==> src/rtl/gpreg_file_pkg.sv <==
// gpreg_file_pkg: shared types and helpers for the general-purpose register file.
//   idx_width()   - register index width, clog2 with a minimum of 1
//   FLAGS_RESET   - flags reset value (all ones, truncated to FLAG_WIDTH by users)
//   pend_entry_t  - pending-write entry {valid, idx, data}, sized for the
//                   largest legal configuration (16 registers, 64-bit data)
package gpreg_file_pkg;

    localparam int unsigned MAX_IDX_W  = 4;
    localparam int unsigned MAX_DATA_W = 64;

    localparam logic [31:0] FLAGS_RESET = '1;

    typedef struct packed {
        logic                  valid;
        logic [MAX_IDX_W-1:0]  idx;
        logic [MAX_DATA_W-1:0] data;
    } pend_entry_t;

    function automatic int unsigned idx_width(input int unsigned n);
        return (n < 2) ? 1 : int'($clog2(n));
    endfunction

endpackage

==> src/rtl/gpreg_file_pending.sv <==
// gpreg_file_pending: one-entry pending-write buffer.
// A write accepted on an edge is held here for exactly one cycle; the entry
// is committed to the register array on the following edge.
// Ports:
//   clk, rst_n  - clock, asynchronous active-low reset
//   wr_valid    - accepted (in-range) write request
//   wr_idx      - destination index, zero-extended
//   wr_data     - write data, zero-extended
//   pend        - current pending entry (registered)
//   commit_c    - entry is committed to the array on the next edge
module gpreg_file_pending
    import gpreg_file_pkg::*;
(
    input  logic                  clk,
    input  logic                  rst_n,
    input  logic                  wr_valid,
    input  logic [MAX_IDX_W-1:0]  wr_idx,
    input  logic [MAX_DATA_W-1:0] wr_data,
    output pend_entry_t           pend,
    output logic                  commit_c
);

    // Valid tracks every edge; payload only reloads on a new write.
    always_ff @(posedge clk or negedge rst_n) begin
        if (!rst_n) begin
            pend <= '0;
        end else begin
            pend.valid <= wr_valid;
            if (wr_valid) begin
                pend.idx  <= wr_idx;
                pend.data <= wr_data;
            end
        end
    end

    assign commit_c = pend.valid;

endmodule

==> src/rtl/gpreg_file.sv <==
// gpreg_file: parametrised general-purpose register file with ALU flags.
// Writes land in a one-entry pending stage and commit on the next edge.
// Build option GPREG_FILE_BYPASS_EN:
//   defined   - reads forward from the pending stage, STALL tied 0
//   undefined - reads see the array only; STALL flags a read of the
//               pending index so the sequencer holds one cycle
// Ports:
//   CLK, RST_bar                 - clock, asynchronous active-low reset
//   WR_EN, WR_INDEX, WR_DATA     - write request (out-of-range index ignored)
//   LHS_INDEX/LHS_OUT            - LHS read port
//   RHS_INDEX/RHS_OUT            - RHS read port
//   MAIN_INDEX/MAIN_OE/MAIN_OUT  - main-bus read port, zero when MAIN_OE=0
//   FLAGS_LOAD, FLAGS_IN         - flags load
//   FLAGS_OUT                    - flags register (resets to all ones)
//   STALL                        - read-after-write hazard (no-bypass build)
// Read ports and STALL are combinational from state and index inputs.
// DELAY_RISE/DELAY_FALL are simulation-only output delays; the synthesizable
// model has no delays, so they are accepted and ignored. DATA_WIDTH <= 64.
module gpreg_file
    import gpreg_file_pkg::*;
#(
    parameter int unsigned DATA_WIDTH = 8,
    parameter int unsigned NUM_REGS   = 4,
    parameter int unsigned FLAG_WIDTH = 2,
    parameter int unsigned DELAY_RISE = 0,
    parameter int unsigned DELAY_FALL = 0
) (
    input  logic                             CLK,
    input  logic                             RST_bar,
    input  logic                             WR_EN,
    input  logic [idx_width(NUM_REGS)-1:0]   WR_INDEX,
    input  logic [DATA_WIDTH-1:0]            WR_DATA,
    input  logic [idx_width(NUM_REGS)-1:0]   LHS_INDEX,
    input  logic [idx_width(NUM_REGS)-1:0]   RHS_INDEX,
    input  logic [idx_width(NUM_REGS)-1:0]   MAIN_INDEX,
    input  logic                             MAIN_OE,
    output logic [DATA_WIDTH-1:0]            LHS_OUT,
    output logic [DATA_WIDTH-1:0]            RHS_OUT,
    output logic [DATA_WIDTH-1:0]            MAIN_OUT,
    input  logic                             FLAGS_LOAD,
    input  logic [FLAG_WIDTH-1:0]            FLAGS_IN,
    output logic [FLAG_WIDTH-1:0]            FLAGS_OUT,
    output logic                             STALL
);

    localparam int unsigned IDX_W = idx_width(NUM_REGS);

    logic [DATA_WIDTH-1:0] regs [NUM_REGS];

    pend_entry_t           pend;
    logic                  commit_c;
    logic                  wr_accept_c;
    logic                  pend_valid;
    logic [IDX_W-1:0]      pend_idx;
    logic [DATA_WIDTH-1:0] pend_data;

    logic [IDX_W-1:0]      rd_idx  [3];
    logic [DATA_WIDTH-1:0] rd_data [3];

    // Delay parameters have no synthesizable meaning.
    if ((DELAY_RISE != 0) || (DELAY_FALL != 0)) begin : g_sim_delay_ignored
    end

    // Out-of-range indices (non-power-of-two NUM_REGS) never reach the array.
    assign wr_accept_c = WR_EN && (32'(WR_INDEX) < NUM_REGS);

    gpreg_file_pending u_pending (
        .clk      (CLK),
        .rst_n    (RST_bar),
        .wr_valid (wr_accept_c),
        .wr_idx   (MAX_IDX_W'(WR_INDEX)),
        .wr_data  (MAX_DATA_W'(WR_DATA)),
        .pend     (pend),
        .commit_c (commit_c)
    );

    assign pend_valid = pend.valid;
    assign pend_idx   = pend.idx[IDX_W-1:0];
    assign pend_data  = pend.data[DATA_WIDTH-1:0];

    // Upper struct bits beyond this configuration are structurally zero.
    logic unused_pend;
    assign unused_pend = ^pend;

    // Commit the pending entry into the array.
    always_ff @(posedge CLK or negedge RST_bar) begin
        if (!RST_bar) begin
            for (int unsigned i = 0; i < NUM_REGS; i++) begin
                regs[i] <= '0;
            end
        end else if (commit_c) begin
            regs[pend_idx] <= pend_data;
        end
    end

    // Read ports: 0 = LHS, 1 = RHS, 2 = MAIN.
    always_comb begin
        rd_idx[0] = LHS_INDEX;
        rd_idx[1] = RHS_INDEX;
        rd_idx[2] = MAIN_INDEX;
        for (int unsigned p = 0; p < 3; p++) begin
            rd_data[p] = '0;
            if (32'(rd_idx[p]) < NUM_REGS) begin
                rd_data[p] = regs[rd_idx[p]];
            end
`ifdef GPREG_FILE_BYPASS_EN
            if (pend_valid && (rd_idx[p] == pend_idx)) begin
                rd_data[p] = pend_data;
            end
`endif
        end
    end

    assign LHS_OUT  = rd_data[0];
    assign RHS_OUT  = rd_data[1];
    assign MAIN_OUT = MAIN_OE ? rd_data[2] : '0;

`ifdef GPREG_FILE_BYPASS_EN
    assign STALL = 1'b0;
`else
    // Any active read of the not-yet-committed index must wait one cycle.
    assign STALL = pend_valid &&
                   ((LHS_INDEX == pend_idx) ||
                    (RHS_INDEX == pend_idx) ||
                    (MAIN_OE && (MAIN_INDEX == pend_idx)));
`endif

    // Flags register, independent of the register write path.
    always_ff @(posedge CLK or negedge RST_bar) begin
        if (!RST_bar) begin
            FLAGS_OUT <= FLAG_WIDTH'(FLAGS_RESET);
        end else if (FLAGS_LOAD) begin
            FLAGS_OUT <= FLAGS_IN;
        end
    end

endmodule
==> config.mk <==
export PLATFORM = sky130hd
export DESIGN_NAME = gpreg_file
export DESIGN_NICKNAME = d
export VERILOG_FILES = /design/src/rtl/gpreg_file_pkg.sv /design/src/rtl/gpreg_file_pending.sv /design/src/rtl/gpreg_file.sv
export SDC_FILE = /design/constraint.sdc
export NUM_CORES = 1
export LEC_CHECK = 0
export ABC_AREA = 1
export CORE_MARGIN = 3
export CORE_UTILIZATION = 30
export CTS_BUF_LIST = sky130_fd_sc_hd__clkbuf_4
export CTS_CLUSTER_SIZE = 12
export DETAILED_ROUTE_END_ITERATION = 7
export SLEW_MARGIN = 20
export SYNTH_ARGS = -nofsm -noshare
export SYNTH_HDL_FRONTEND = slang
export SYNTH_SLANG_ARGS = --single-unit
==> constraint.sdc <==
create_clock -name CLK -period 1.35 [get_ports CLK]
set_input_delay 0.27 -clock CLK [delete_from_list [all_inputs] [get_ports CLK]]
set_output_delay 0.27 -clock CLK [all_outputs]
set_load 0.01 [all_outputs]
==> impl_metrics.py <==
metrics = {
    "cells_and_area": {
        "final_util_pct": 45.86,
        "layoutNonFillerInstCount": 522,
        "diodes": 0,
        "drive_above_1_share_pct": 31.90,
        "fin_nets": 443,
        "area_growth_pct": 47.06,
        "fin_area_sq_um": 3562,
    },
    "grt": {
        "grt_max_degree": 46,
        "globalRouteOverflowTotal": 0,
        "antenna_found_initial": 0,
        "track_usage_pct": 15.39,
        "grt_first_pass_wirelength_um": 10990,
        "grt_pass1_vias": 2153,
    },
    "route": {
        "wirelength_um": 7119,
        "drtAntennaViolNets": 0,
        "route.detailed.drc": 0,
        "vias": 2535,
        "viasPerCell": 4.856,
        "wl_per_cell_um": 13.64,
        "drtIter0Drc": 188,
        "firstDrtPassIters": 4,
    },
    "run_status": {
        "violations": "negative setup slack",
        "outcome": "finished, violations left",
    },
    "sta": {
        "rsz0062_at_grt": "true",
        "max_freq_ghz": 0.6164,
        "max_slew_margin_pct": 82.51,
        "skew_ns": 0.006852,
        "worst_pin_slew_ns": 0.2620,
        "timing.final.crit_share_pct": 120.2,
        "drv_slew": 0,
        "min_period_ns": 1.622,
        "setup_violations": 25,
        "postLayoutSetupSlackWorst_ns": -0.2723,
        "hold_viol_final": 0,
        "finalSetupTns_ns": -4.068,
    },
    "floorplan": {
        "core_area_sq_um": 7767,
        "rows": 32,
        "die_x_um": 95.86,
        "fp.dieH_um": 95.86,
        "start_util_pct": 31.19,
        "die_area_sq_um": 9188,
        "pin_count": 50,
    },
    "setup_path": {
        "critPathKind": "flip-flop to output port",
        "cp.arrival_ns": 1.35,
        "end_kind": "output port",
        "cp.buffers_inverters": 1,
        "required_ns": 1.08,
        "max_stage_delay_ns": 0.47,
        "reg2reg_from": "u_pending.pend[65]$_DFFE_PN0P_",
        "startpoint": "u_pending.pend[64]$_DFFE_PN0P_",
        "critical-path-top-delay-family": "flip-flops",
        "cp-start-kind": "flip-flop",
        "cpMostUsedCell": "nor2_1",
        "slowest_stage": "dfrtp_2",
        "cp_cell_sequence": "xor2_1 -> nor2_1 -> nor2_1 -> nor2_1 -> buf_2",
        "path_max_fanout": 5,
    },
    "clock_tree": {
        "clock_latency_ns": 0.34,
        "cts_root_buffer": "clkbuf_4",
        "htreeDepth": 2,
        "cts_tree": "done",
        "clk_pin_slew_ns": 0.12,
        "clock_path_buffers": 2,
        "numClockSinks": 45,
        "cts-buffers-inserted": 5,
    },
    "logic_synthesis": {
        "yosysTopAreaCellShare_pct": 44.42,
        "synth_edf_count": 0,
        "synth_ff_type": "dfrtp_1",
        "synth.largest_area_cell": "dfrtp_1",
        "synth_cells": 327,
        "ys_seq_elements": 45,
        "yosys.cell_count.top_type": "o21ai_0",
        "yosysWarnings": 0,
        "synthArstFlopShare_pct": 100.0,
        "avgSynthCellArea_sq_um": 7.408,
        "yosys-top-cells-count": "90 x o21ai_0, 67 x nor2_1, 56 x nand2_1",
        "synth_cell_types": 19,
        "synth_fp_nets": 350,
        "syn_area_sq_um": 2422,
        "synth_area_leaders": "dfrtp_1 44%, o21ai_0 19%, nor2_1 10%",
        "ys_seq_area_share_pct": 46.59,
    },
    "placement": {
        "gp_congestion": 0.7921,
        "port_buffers": 49,
        "hpwlAfterDp_um": 5044,
        "postPlaceCellArea_sq_um": 3259,
        "place_inst": 491,
    },
    "run": {
        "cap_violations": 0,
    },
    "power_and_ir_drop": {
        "peakVddDrop_mv": 0.3283,
        "p_leak_uw": 0.001664,
        "power.density_nw_per_um2": 1141,
    },
    "min_path": {
        "worstHoldPathType": "input pin to async pin",
    },
}
==> timing repair <==
item | CTS | global route
setup endpoints to repair | 27 | 27
endpoints found under the hold margin | 43 | 0
buffers inserted | 14 | 9
gates cloned | 2 | 0
hold buffers | 1 | 0
pin swaps | 27 | 27
resized for setup | 163 | 50
==> state kept, by name, indices dropped and copies added, names as in the netlist <==
register            cells
u_pending.commit_c      1
regs                   32
u_pending.pend         10
FLAGS_OUT               2
==> tightest hold or removal path: cells and delay by family <==
kind                   cells  cell delay, ns
buffers and inverters      3            0.87
==> placed cells by master (no fill, tap or decap), drive strengths merged, types with 5 or more instances in the layout <==
cell,instances
a21oi,8
buf,81
clkbuf,6
clkdlybuf4s50,15
dfrtp,43
dlygate4sd2,5
inv,17
nand2,56
nand3,5
nor2,67
o21ai,90
o22ai,16
==> cell families after synthesis <==
kind of cell              share of synthesized area, %
AOI/OAI and AO/OA                                24.38
xor gates and xnor gates                        0.7233
DFF                                              46.59
muxes                                           0.9297
and+or+nand+nor                                  20.09
buffers and inverters                            7.282
==> power by group <==
group          leakage, uW  internal [uW]  total, uW  switching (uW)
clock network    0.0000292            210        592             382
registers         0.000554           1620       1920             304
logic              0.00108            815       1550             738
==> worst paths after layout <==
kind	endpoint	slack [ns]	depth (start not counted)
setup / recovery	STALL	-0.27	5
hold / removal	regs[22]$_DFFE_PN0P_	0.41	3
setup reg to reg	regs[29]$_DFFE_PN0P_	0.08	7
hold reg to reg	regs[19]$_DFFE_PN0P_	0.55	2
max in group asynchronous	FLAGS_OUT[0]$_DFFE_PN1P_	0.67	3
min in group CLK	u_pending.pend[64]$_DFFE_PN0P_	0.48	3
==> stage by stage <==
step | setup WS (ns) | hold slack, ns | total power (uW)
after CTS | -0.2936 | 0.4102 | 3866
after detailed placement | -0.8764 | 0.2727 | 3181
after floorplan | 0.04471 | -0.02559 | 2455
after global placement | -0.8883 | 0.2669 | 3134
final | -0.2723 | 0.4121 | 4066
after global routing | -0.4181 | 0.4112 | 4362
==> per-layer routing <==
layer	share of wire, %	GRT usage, %	routed length (um)
met1	45	20.43	3192
met2	47	24.78	3373
met3	6.1	3.127	432
met4	1.7	5.569	121
met5	0	0	0
==> cell type report <==
type | count | area (sq um)
timing repair buffer | 104 | 932.1
clock buffer | 6 | 45.04
multi-input combinational | 246 | 1247
tap | 102 | 127.6
fill | 804 | 4205
sequential | 45 | 1135
clock inverter | 1 | 3.754
inverter | 18 | 71.32
Note: power is estimated with default switching activity, not from simulation.
